[src/rtl/alu_wide_sequencer_if.sv]
// Request/result bus of the wide sequencer plus its drive/return link to the 8-bit ALU.
// slave = sequencer side, master = requester and ALU side.
interface alu_wide_sequencer_if #(
    parameter int DataWidth = 8,
    parameter int Words     = 4,
    parameter int FlagBits  = 4
);
    logic                         start;
    logic [2:0]                   op;
    logic                         cin;
    logic [Words*DataWidth-1:0]   a;
    logic [Words*DataWidth-1:0]   b;
    logic [Words*DataWidth-1:0]   y;
    logic [FlagBits-1:0]          flags;
    logic                         busy;
    logic                         done;
    logic [DataWidth-1:0]         alu_a;
    logic [DataWidth-1:0]         alu_b;
    logic [3:0]                   alu_func_op;
    logic [FlagBits-1:0]          alu_iflags;
    logic [DataWidth-1:0]         alu_y;
    logic [FlagBits-1:0]          alu_oflags;

    modport slave (
        input  start, op, cin, a, b, alu_y, alu_oflags,
        output y, flags, busy, done, alu_a, alu_b, alu_func_op, alu_iflags
    );

    modport master (
        output start, op, cin, a, b, alu_y, alu_oflags,
        input  y, flags, busy, done, alu_a, alu_b, alu_func_op, alu_iflags
    );
endinterface

[src/rtl/alu_wide_sequencer.sv]
// Multi-precision sequencer: feeds the combinational 8-bit ALU one word per cycle, LSW first,
// chaining carry through IFlags[1] and folding per-word flags into one {V,N,C,Z} result.
module alu_wide_sequencer #(
    parameter int DataWidth = 8,
    parameter int Words     = 4,
    parameter int FlagBits  = 4
) (
    input  logic                  clk_i,
    input  logic                  rst_i,
    alu_wide_sequencer_if.slave   bus
);
    localparam int IdxW = (Words > 1) ? $clog2(Words) : 1;
    localparam int OpW  = Words * DataWidth;

    localparam logic [2:0] OP_ADD = 3'd0;
    localparam logic [2:0] OP_SUB = 3'd1;
    localparam logic [2:0] OP_AND = 3'd2;
    localparam logic [2:0] OP_OR  = 3'd3;
    localparam logic [2:0] OP_XOR = 3'd4;

    typedef enum logic [1:0] {
        IDLE = 2'd0,
        RUN  = 2'd1,
        DONE = 2'd2
    } state_e;

    state_e               state_q;
    logic [IdxW-1:0]      idx_q;
    logic [OpW-1:0]       a_q;
    logic [OpW-1:0]       b_q;
    logic [2:0]           op_q;
    logic                 cin_q;
    logic                 carry_q;
    logic                 zacc_q;
    logic [OpW-1:0]       y_q;
    logic [FlagBits-1:0]  flags_q;

    logic [DataWidth-1:0] a_word;
    logic [DataWidth-1:0] b_word;
    logic [DataWidth-1:0] alu_a_c;
    logic [DataWidth-1:0] alu_b_c;
    logic [3:0]           alu_func_c;
    logic [FlagBits-1:0]  alu_iflags_c;
    logic                 alu_cin_c;
    logic                 is_arith;
    logic                 last_word;
    logic [FlagBits-1:0]  final_flags;

    assign a_word    = a_q[int'(idx_q)*DataWidth +: DataWidth];
    assign b_word    = b_q[int'(idx_q)*DataWidth +: DataWidth];
    assign is_arith  = (op_q == OP_ADD) || (op_q == OP_SUB);
    assign last_word = (idx_q == IdxW'(Words - 1));

    // Subtract runs on Add_OP as A + ~B + 1 so the borrow can ride the carry chain.
    always_comb begin
        alu_a_c   = '0;
        alu_b_c   = '0;
        alu_func_c = 4'd0;
        alu_cin_c = 1'b0;
        if (state_q == RUN) begin
            case (op_q)
                OP_ADD: begin
                    alu_a_c   = a_word;
                    alu_b_c   = b_word;
                    alu_cin_c = (idx_q == '0) ? cin_q : carry_q;
                end
                OP_SUB: begin
                    alu_a_c   = a_word;
                    alu_b_c   = ~b_word;
                    alu_cin_c = (idx_q == '0) ? 1'b1 : carry_q;
                end
                OP_AND, OP_OR, OP_XOR: begin
                    alu_a_c    = a_word;
                    alu_b_c    = b_word;
                    alu_func_c = {1'b0, op_q};
                end
                default: ;
            endcase
        end
        alu_iflags_c    = '0;
        alu_iflags_c[1] = alu_cin_c;
    end

    always_comb begin
        final_flags    = '0;
        final_flags[3] = is_arith & bus.alu_oflags[3];
        final_flags[2] = bus.alu_oflags[2];
        final_flags[1] = is_arith & bus.alu_oflags[1];
        final_flags[0] = zacc_q & bus.alu_oflags[0];
    end

    always_ff @(posedge clk_i) begin
        if (rst_i) begin
            state_q <= IDLE;
            idx_q   <= '0;
            a_q     <= '0;
            b_q     <= '0;
            op_q    <= '0;
            cin_q   <= 1'b0;
            carry_q <= 1'b0;
            zacc_q  <= 1'b0;
            y_q     <= '0;
            flags_q <= '0;
        end else begin
            case (state_q)
                IDLE, DONE: begin
                    if (bus.start) begin
                        a_q     <= bus.a;
                        b_q     <= bus.b;
                        op_q    <= bus.op;
                        cin_q   <= bus.cin;
                        idx_q   <= '0;
                        zacc_q  <= 1'b1;
                        carry_q <= 1'b0;
                        state_q <= RUN;
                    end else begin
                        state_q <= IDLE;
                    end
                end
                RUN: begin
                    y_q[int'(idx_q)*DataWidth +: DataWidth] <= bus.alu_y;
                    carry_q <= bus.alu_oflags[1];
                    zacc_q  <= zacc_q & bus.alu_oflags[0];
                    if (last_word) begin
                        flags_q <= final_flags;
                        state_q <= DONE;
                    end else begin
                        idx_q <= idx_q + IdxW'(1);
                    end
                end
                default: state_q <= IDLE;
            endcase
        end
    end

    assign bus.alu_a       = alu_a_c;
    assign bus.alu_b       = alu_b_c;
    assign bus.alu_func_op = alu_func_c;
    assign bus.alu_iflags  = alu_iflags_c;
    assign bus.y           = y_q;
    assign bus.flags       = flags_q;
    assign bus.busy        = (state_q == RUN);
    assign bus.done        = (state_q == DONE);
endmodule

[src/flat_wrapper.sv]
// flat-port wrapper written by rule: the top's interface ports become plain ports
module alu_wide_sequencer_flat 
#(
    parameter int DataWidth = 8,
    parameter int Words     = 4,
    parameter int FlagBits  = 4
)
  (clk_i, rst_i, bus_start, bus_op, bus_cin, bus_a, bus_b, bus_alu_y, bus_alu_oflags, bus_y, bus_flags, bus_busy, bus_done, bus_alu_a, bus_alu_b, bus_alu_func_op, bus_alu_iflags);
  alu_wide_sequencer_if #(.DataWidth(DataWidth), .Words(Words), .FlagBits(FlagBits)) bus_i ();
  input  logic clk_i;
  input  logic rst_i;
  input wire logic [$bits(bus_i.start)-1:0] bus_start;
  input wire logic [$bits(bus_i.op)-1:0] bus_op;
  input wire logic [$bits(bus_i.cin)-1:0] bus_cin;
  input wire logic [$bits(bus_i.a)-1:0] bus_a;
  input wire logic [$bits(bus_i.b)-1:0] bus_b;
  input wire logic [$bits(bus_i.alu_y)-1:0] bus_alu_y;
  input wire logic [$bits(bus_i.alu_oflags)-1:0] bus_alu_oflags;
  output wire logic [$bits(bus_i.y)-1:0] bus_y;
  output wire logic [$bits(bus_i.flags)-1:0] bus_flags;
  output wire logic [$bits(bus_i.busy)-1:0] bus_busy;
  output wire logic [$bits(bus_i.done)-1:0] bus_done;
  output wire logic [$bits(bus_i.alu_a)-1:0] bus_alu_a;
  output wire logic [$bits(bus_i.alu_b)-1:0] bus_alu_b;
  output wire logic [$bits(bus_i.alu_func_op)-1:0] bus_alu_func_op;
  output wire logic [$bits(bus_i.alu_iflags)-1:0] bus_alu_iflags;
  assign bus_i.start = bus_start;
  assign bus_i.op = bus_op;
  assign bus_i.cin = bus_cin;
  assign bus_i.a = bus_a;
  assign bus_i.b = bus_b;
  assign bus_i.alu_y = bus_alu_y;
  assign bus_i.alu_oflags = bus_alu_oflags;
  assign bus_y = bus_i.y;
  assign bus_flags = bus_i.flags;
  assign bus_busy = bus_i.busy;
  assign bus_done = bus_i.done;
  assign bus_alu_a = bus_i.alu_a;
  assign bus_alu_b = bus_i.alu_b;
  assign bus_alu_func_op = bus_i.alu_func_op;
  assign bus_alu_iflags = bus_i.alu_iflags;
  alu_wide_sequencer #(.DataWidth(DataWidth), .Words(Words), .FlagBits(FlagBits)) u_core (.clk_i(clk_i), .rst_i(rst_i), .bus(bus_i));
endmodule
[config.mk]
export PLATFORM = sky130hd
export DESIGN_NAME = alu_wide_sequencer_flat
export DESIGN_NICKNAME = d
export VERILOG_FILES = /design/src/rtl/alu_wide_sequencer_if.sv /design/src/rtl/alu_wide_sequencer.sv /design/src/flat_wrapper.sv
export SDC_FILE = /design/constraint.sdc
export NUM_CORES = 1
export LEC_CHECK = 0
export CORE_UTILIZATION = 42
export CTS_CLUSTER_DIAMETER = 200
export DETAILED_ROUTE_END_ITERATION = 10
export HOLD_SLACK_MARGIN = 0.12
export PLACE_DENSITY_LB_ADDON = 0.05
export SLEW_MARGIN = 30
export SYNTH_ARGS = -nofsm -noshare
export SYNTH_HDL_FRONTEND = slang
export SYNTH_SLANG_ARGS = --single-unit
[constraint.sdc]
create_clock -name clk_i -period 1.86 [get_ports clk_i]
set_input_delay 0.279 -clock clk_i [delete_from_list [all_inputs] [get_ports clk_i]]
set_output_delay 0.279 -clock clk_i [all_outputs]
set_load 0.02 [all_outputs]
# == Word level (Yosys, flattened, before mapping) ==
# Index checks and enable logic that the tools add are counted.
# op_classes
multipliers,0
n_eq_ne,10
n_mux,21
n_bitwise,4
n_reduce_logical,13
div_mod_pow,0
order_cmp,0
shifts,4
n_addsub,2
# ops
op,count
variable part select 32 x 6 -> 8 bit,2
negation 5 -> 33 bit,1
variable shift 8 x 33 -> 32 bit (first input constant),1
variable part select 8 x 33 -> 32 bit,1
bitwise mux 32 bit,1
two-way mux 8 bit,3
case mux 8 bit (2 select lines),1
inverter 8 bit,1
case mux 2 bit (2 select lines),2
== test 3 x 2 -> 1 bit (second input constant),2
two-way mux 1 bit,6
two-way mux 2 bit,3
case mux 1 bit (2 select lines),3
AND reduction 2 bit,3
OR reduction 5 bit,1
== test 2 bit (second input constant),2
logical NOT 2 bit,2
two-way mux 4 bit,1
inequality test 2 bit (second input constant),2
OR reduction 4 bit,1
bitwise AND 1 bit,3
== test 3 x 1 -> 1 bit (second input constant),1
== test 3 bit (second input constant),1
logical NOT 3 bit,1
9 further kinds,9
# word_totals
mem_bits_ro,0
output_inout_bits,62
reg_bits,110
wordCells,64
input_bits,83
ramBits,0
n_memories,0
latch_bits,0

# == Longest topological paths before layout ==
# depth
depth_word,4
mapped_depth,9

# == Least setup slack after synthesis ==
# OpenSTA, ideal clock, no wires.
# synth_timing
path_type,reg-to-reg
from,reg u_core.idx_q[1]
to,"reg u_core.y_q[25], in the netlist u_core.bus.y[25]"
path_stages_with_launch,10
setup_time_ns,0.065
t_required_ns,1.795
synth_period_minus_slack_ns,1.915
slack_ns,-0.055
arrival_ns,1.849
cell_sequence,dfxtp_1 buf_2 buf_2 inv_1 ha_1 and4bb_2 clkbuf_2 buf_2 a32oi_1 nor2_1
# synth_via
elab_chain_len,3
word_cells_on_any_way,4
# synth_rtl
item,line_no,rtl
"start, declared",alu_wide_sequencer.sv:28,logic [IdxW-1:0] idx_q;
"start signal, assigned",alu_wide_sequencer.sv:128,idx_q <= idx_q + IdxW'(1);
negation 5 -> 33 bit *,alu_wide_sequencer.sv:121,y_q[int'(idx_q)*DataWidth +: DataWidth] <= bus.alu_y;
variable part select 8 x 33 -> 32 bit or variable shift 8 x 33 -> 32 bit (tied branches),alu_wide_sequencer.sv:121,
bitwise mux 32 bit *,alu_wide_sequencer.sv:121,
"end signal, assigned by index",alu_wide_sequencer.sv:121,
"end, declared",alu_wide_sequencer.sv:35,logic [OpW-1:0] y_q;
# Every way passes the cells marked *; elsewhere a longest branch is shown, timed or not.
# A chain may end at the register's enable or synchronous reset.

# == Worst setup path in the final report ==
# layout_timing
from,reg u_core.idx_q[0]
to,out bus_alu_a[5]
# layout_via
elab_chain_len,3
# layout_rtl
item,line_no,rtl
variable part select 32 x 6 -> 8 bit,alu_wide_sequencer.sv:49,assign a_word = a_q[int'(idx_q)*DataWidth +: DataWidth];
two-way mux 8 bit,alu_wide_sequencer.sv:61,case (op_q)
two-way mux 8 bit,alu_wide_sequencer.sv:60,if (state_q == RUN) begin
"end, declared",flat_wrapper.sv:23,output wire logic [$bits(bus_i.alu_a)-1:0] bus_alu_a;
# No other way between the ends.

==> impl_metrics.xml <==
<?xml version="1.0" encoding="UTF-8"?>
<metrics>
  <group name="cells_and_area">
    <metric name="final_layout_size_suffix_gt1_share" unit="%">18.3</metric>
    <metric name="multi_input_area" unit="mm^2">0.00232</metric>
    <metric name="nFillCells" unit="">981</metric>
    <metric name="syn_to_final_growth" unit="%">44.1</metric>
    <metric name="layout.core_utilization" unit="%">61.9</metric>
    <metric name="design.final.nets" unit="">772</metric>
    <metric name="final-seq-area" unit="mm^2">0.00221</metric>
    <metric name="instances_no_fill" unit="">829</metric>
    <metric name="num_antenna_cells" unit="">0</metric>
    <metric name="layout.cell_area.non_filler" unit="mm^2">0.00671</metric>
  </group>
  <group name="setup_path">
    <metric name="max_stage_delay" unit="ns">0.48</metric>
    <metric name="worstPathMaxFanout" unit="">6</metric>
    <metric name="timing.critical_path.to_type" unit="">output pin</metric>
    <metric name="timing.critical_path.arrival" unit="ns">1.85</metric>
    <metric name="critical_path.n_buffers_inverters" unit="">3</metric>
    <metric name="critPathLaunchType" unit="">register</metric>
    <metric name="class_of_the_most_critical_setup_path" unit="">register to output pin</metric>
    <metric name="timing.critical_path.cells" unit="">buf_4 -&gt; clkbuf_16 -&gt; mux4_2 -&gt; and3_1 -&gt; buf_2</metric>
    <metric name="worst_path_max_delay_cell" unit="">sky130_fd_sc_hd__mux4_2</metric>
    <metric name="required" unit="ns">1.58</metric>
    <metric name="path_delay_family" unit="">multiplexers</metric>
  </group>
  <group name="clock_network">
    <metric name="clk_pin_slew" unit="ns">0.10</metric>
    <metric name="tritoncts" unit="">built</metric>
    <metric name="cts.sink_count" unit="">110</metric>
    <metric name="cts_hold_buf" unit="">0</metric>
    <metric name="clockRootBuffer" unit="">sky130_fd_sc_hd__clkbuf_8</metric>
    <metric name="cts_buffers" unit="">9</metric>
    <metric name="insertion_delay" unit="ns">0.37</metric>
    <metric name="cts_htree_levels" unit="">3</metric>
    <metric name="cts_max_path_buffers" unit="">2</metric>
  </group>
  <group name="global_routing">
    <metric name="grt_max_degree" unit="">49</metric>
    <metric name="via_count_of_the_first_global_routing_pass" unit="">3905</metric>
    <metric name="grt_first_pass_wirelength" unit="um">19800</metric>
    <metric name="grt_usage" unit="%">22.2</metric>
    <metric name="grt_use_met1" unit="%">29.2</metric>
    <metric name="antenna_found_initial" unit="">0</metric>
    <metric name="top_usage_layer" unit="">met2</metric>
    <metric name="groute.layer.met2.usage" unit="%">37.6</metric>
    <metric name="globalRoute.totalOverflow" unit="">0</metric>
    <metric name="met3_grt_util" unit="%">4.36</metric>
  </group>
  <group name="logic_synthesis">
    <metric name="share_of_the_yosys_chip_area_belonging_to_registers" unit="%">47.3</metric>
    <metric name="async_flop_share" unit="%">0</metric>
    <metric name="synth_mux_area_share" unit="%">9.75</metric>
    <metric name="post_synthesis_compound_gate_area_fraction" unit="%">15.7</metric>
    <metric name="ys_ff_latch" unit="">110</metric>
    <metric name="synthesis.instances" unit="">536</metric>
    <metric name="post_synth_num_cell_types" unit="">35</metric>
    <metric name="post_synthesis_adder_cell_area_fraction" unit="%">1.34</metric>
    <metric name="synthesis.area" unit="mm^2">0.00466</metric>
    <metric name="synth_edf_count" unit="">0</metric>
    <metric name="post-synth-top-area-cell" unit="">sky130_fd_sc_hd__dfxtp_1</metric>
    <metric name="largest_family_of_logic_cells_by_synthesized_area" unit="">simple AND/OR/NAND/NOR gates</metric>
    <metric name="netlist_top_cells_area" unit="">sky130_fd_sc_hd__dfxtp_1 47%, sky130_fd_sc_hd__nand2_1 12%, sky130_fd_sc_hd__a21oi_1 9.0%</metric>
    <metric name="synth-warning-count" unit="">0</metric>
    <metric name="synth_simple_gate_area_share" unit="%">20.4</metric>
    <metric name="synth_xor_area_share" unit="%">0</metric>
    <metric name="post_synth.cell_area_avg" unit="um^2">8.69</metric>
    <metric name="synth_top_flop_cell" unit="">sky130_fd_sc_hd__dfxtp_1</metric>
    <metric name="yosysTopAreaCellShare" unit="%">47.3</metric>
  </group>
  <group name="die">
    <metric name="die-width" unit="um">107</metric>
    <metric name="die_ar" unit="mm^2">0.0115</metric>
    <metric name="core_region_area" unit="mm^2">0.0108</metric>
    <metric name="initial_utilization" unit="%">43.0</metric>
    <metric name="num_io_pins" unit="">145</metric>
    <metric name="num_rows" unit="">38</metric>
    <metric name="dieHeight" unit="um">107</metric>
  </group>
  <group name="timing">
    <metric name="grt_setup_unrepaired" unit="">yes</metric>
    <metric name="clock.fmax" unit="GHz">0.470</metric>
    <metric name="report.final.setup_viol" unit="">17</metric>
    <metric name="hold_viol" unit="">0</metric>
    <metric name="post-route-worst-setup-slack" unit="ns">-0.268</metric>
    <metric name="report.final.slew_viol_count" unit="">0</metric>
    <metric name="setup_tns" unit="ns">-4.01</metric>
    <metric name="final.setup_skew" unit="ns">0.0117</metric>
    <metric name="period_share" unit="%">114</metric>
    <metric name="layout_min_cycle_time" unit="ns">2.13</metric>
  </group>
  <group name="drt">
    <metric name="routed_wire_length_per_instance" unit="um">15.4</metric>
    <metric name="drt_first_pass_iters" unit="">5</metric>
    <metric name="routed_wirelength" unit="um">12800</metric>
    <metric name="drt-initial-drc-count" unit="">228</metric>
    <metric name="post-route-drc-count" unit="">0</metric>
    <metric name="route.detailed.vias_per_inst" unit="">5.23</metric>
    <metric name="ant_nets" unit="">0</metric>
    <metric name="vias" unit="">4332</metric>
  </group>
  <group name="outcome">
    <metric name="result_of_the_run" unit="">finished with violations</metric>
    <metric name="failed_checks" unit="">setup timing</metric>
  </group>
  <group name="placed_design">
    <metric name="gp_congestion" unit="">0.784</metric>
    <metric name="dp_cells" unit="">807</metric>
    <metric name="place.detailed.hpwl" unit="um">8860</metric>
    <metric name="dpl-instance-area" unit="mm^2">0.00641</metric>
    <metric name="port_buffers" unit="">140</metric>
  </group>
  <group name="power_and_ir_drop">
    <metric name="power" unit="mW">4.79</metric>
    <metric name="max-vdd-ir-drop" unit="V">0.000442</metric>
    <metric name="power_leakage" unit="nW">2.50</metric>
    <metric name="power_density" unit="mW/mm^2">715</metric>
  </group>
  <group name="worst_hold_path">
    <metric name="min_path_type" unit="">input port to register</metric>
  </group>
  <group name="flow_run">
    <metric name="max_cap_viol_count" unit="">0</metric>
  </group>
</metrics>
[timing repair]
action,in CTS,in global routing
gates cloned,1,1
gates resized for setup,101,29
pin swaps,0,4
setup buffers,1,3
setup endpoints to repair,54,44
[layer usage]
metal  part of all wire [%]  up-vias  wire, um
li1                       -     2144         -
met1                     44     2062      5680
met2                     50      119      6340
met3                    5.1        7       653
met4                   0.73        0        93
met5                      0        -         0
[power breakdown]
part | internal (mW) | leakage, nW | switching (mW) | total, mW
Combinational | 0.478 | 1.51 | 0.442 | 0.921
Sequential | 2.46 | 0.900 | 0.0646 | 2.53
Clock | 0.537 | 0.0901 | 0.811 | 1.35
[through the flow]
step / hold slack (ns) / setup WS [ns]
after CTS: 0.321 / -0.289
after floorplan: 0.415 / 0.00233
after detailed placement: 0.447 / -0.392
final: 0.325 / -0.268
after global placement: 0.441 / -0.380
after global routing: 0.332 / -0.350
[registers in the layout (all words and copies together) (netlist names)]
register	cells
u_core.state_q	2
u_core.zacc_q	1
u_core.bus.y	32
u_core.op_q	3
u_core.carry_q	1
u_core.cin_q	1
u_core.bus.flags	4
u_core.a_q	32
u_core.idx_q	2
u_core.b_q	32
[cells in the final DEF (no fill, tap or decap), drive strengths merged, types with 3 or more instances in the layout]
| cell type | count |
|---|---|
| clkdlybuf4s50 | 117 |
| mux4 | 16 |
| a32oi | 32 |
| inv | 3 |
| ha | 5 |
| dfxtp | 110 |
| clkinv | 4 |
| nand3b | 5 |
| nand2 | 148 |
| nor2b | 4 |
| clkbuf | 12 |
| conb | 4 |
| mux2i | 9 |
| buf | 63 |
| nand4 | 3 |
| nor2 | 38 |
| and3 | 11 |
| a21oi | 84 |
[cells in the mapped netlist (2+ instances only)]
cell type and count:
sky130_fd_sc_hd__nand2_1 148, sky130_fd_sc_hd__dfxtp_1 110, sky130_fd_sc_hd__a21oi_1 84, sky130_fd_sc_hd__nor2_1 38, sky130_fd_sc_hd__a32oi_1 32, sky130_fd_sc_hd__clkbuf_1 25, sky130_fd_sc_hd__buf_2 15, sky130_fd_sc_hd__mux4_2 15
sky130_fd_sc_hd__and3_1 11, sky130_fd_sc_hd__mux2i_1 9, sky130_fd_sc_hd__buf_4 7, sky130_fd_sc_hd__ha_1 5, sky130_fd_sc_hd__nand3b_1 5, sky130_fd_sc_hd__nor2b_1 4, sky130_fd_sc_hd__nand4_1 3, sky130_fd_sc_hd__and2_1 2
sky130_fd_sc_hd__inv_1 2, sky130_fd_sc_hd__nor3b_2 2, sky130_fd_sc_hd__o211ai_1 2, sky130_fd_sc_hd__o21ai_0 2
[cell families (layout without fill, tap and decap cells)]
| logic type | count (synthesis) | after routing |
|---|---|---|
| adders and majority gates | 5 | 5 |
| buffers and inverters | 53 | 203 |
| other | 1 | 4 |
| AOI/OAI and AO/OA | 121 | 121 |
| and+or+nand+nor | 221 | 221 |
| DFF | 110 | 110 |
| muxes | 25 | 25 |
[path summary, 6_finish.rpt]
path                         from               to  slack (ns)  cells after the start
hold reg to reg    u_core.b_q[24]   u_core.b_q[24]        0.46                      2
setup reg to reg  u_core.idx_q[0]  u_core.bus.y[0]        0.03                      9
hold / removal              rst_i  u_core.bus.y[5]        0.33                      2
setup / recovery  u_core.idx_q[0]     bus_alu_a[5]       -0.27                      5
[final cells by class]
type / count / area share (%)
multi-input cells: 376 / 34.5
flip-flops and latches: 110 / 32.9
repair buffers: 184 / 26.9
well taps: 140 / 2.61
clock buffers: 11 / 2.11
clock inverters: 5 / 0.634
inverters: 3 / 0.261
Power figures use the tool's default switching activity.
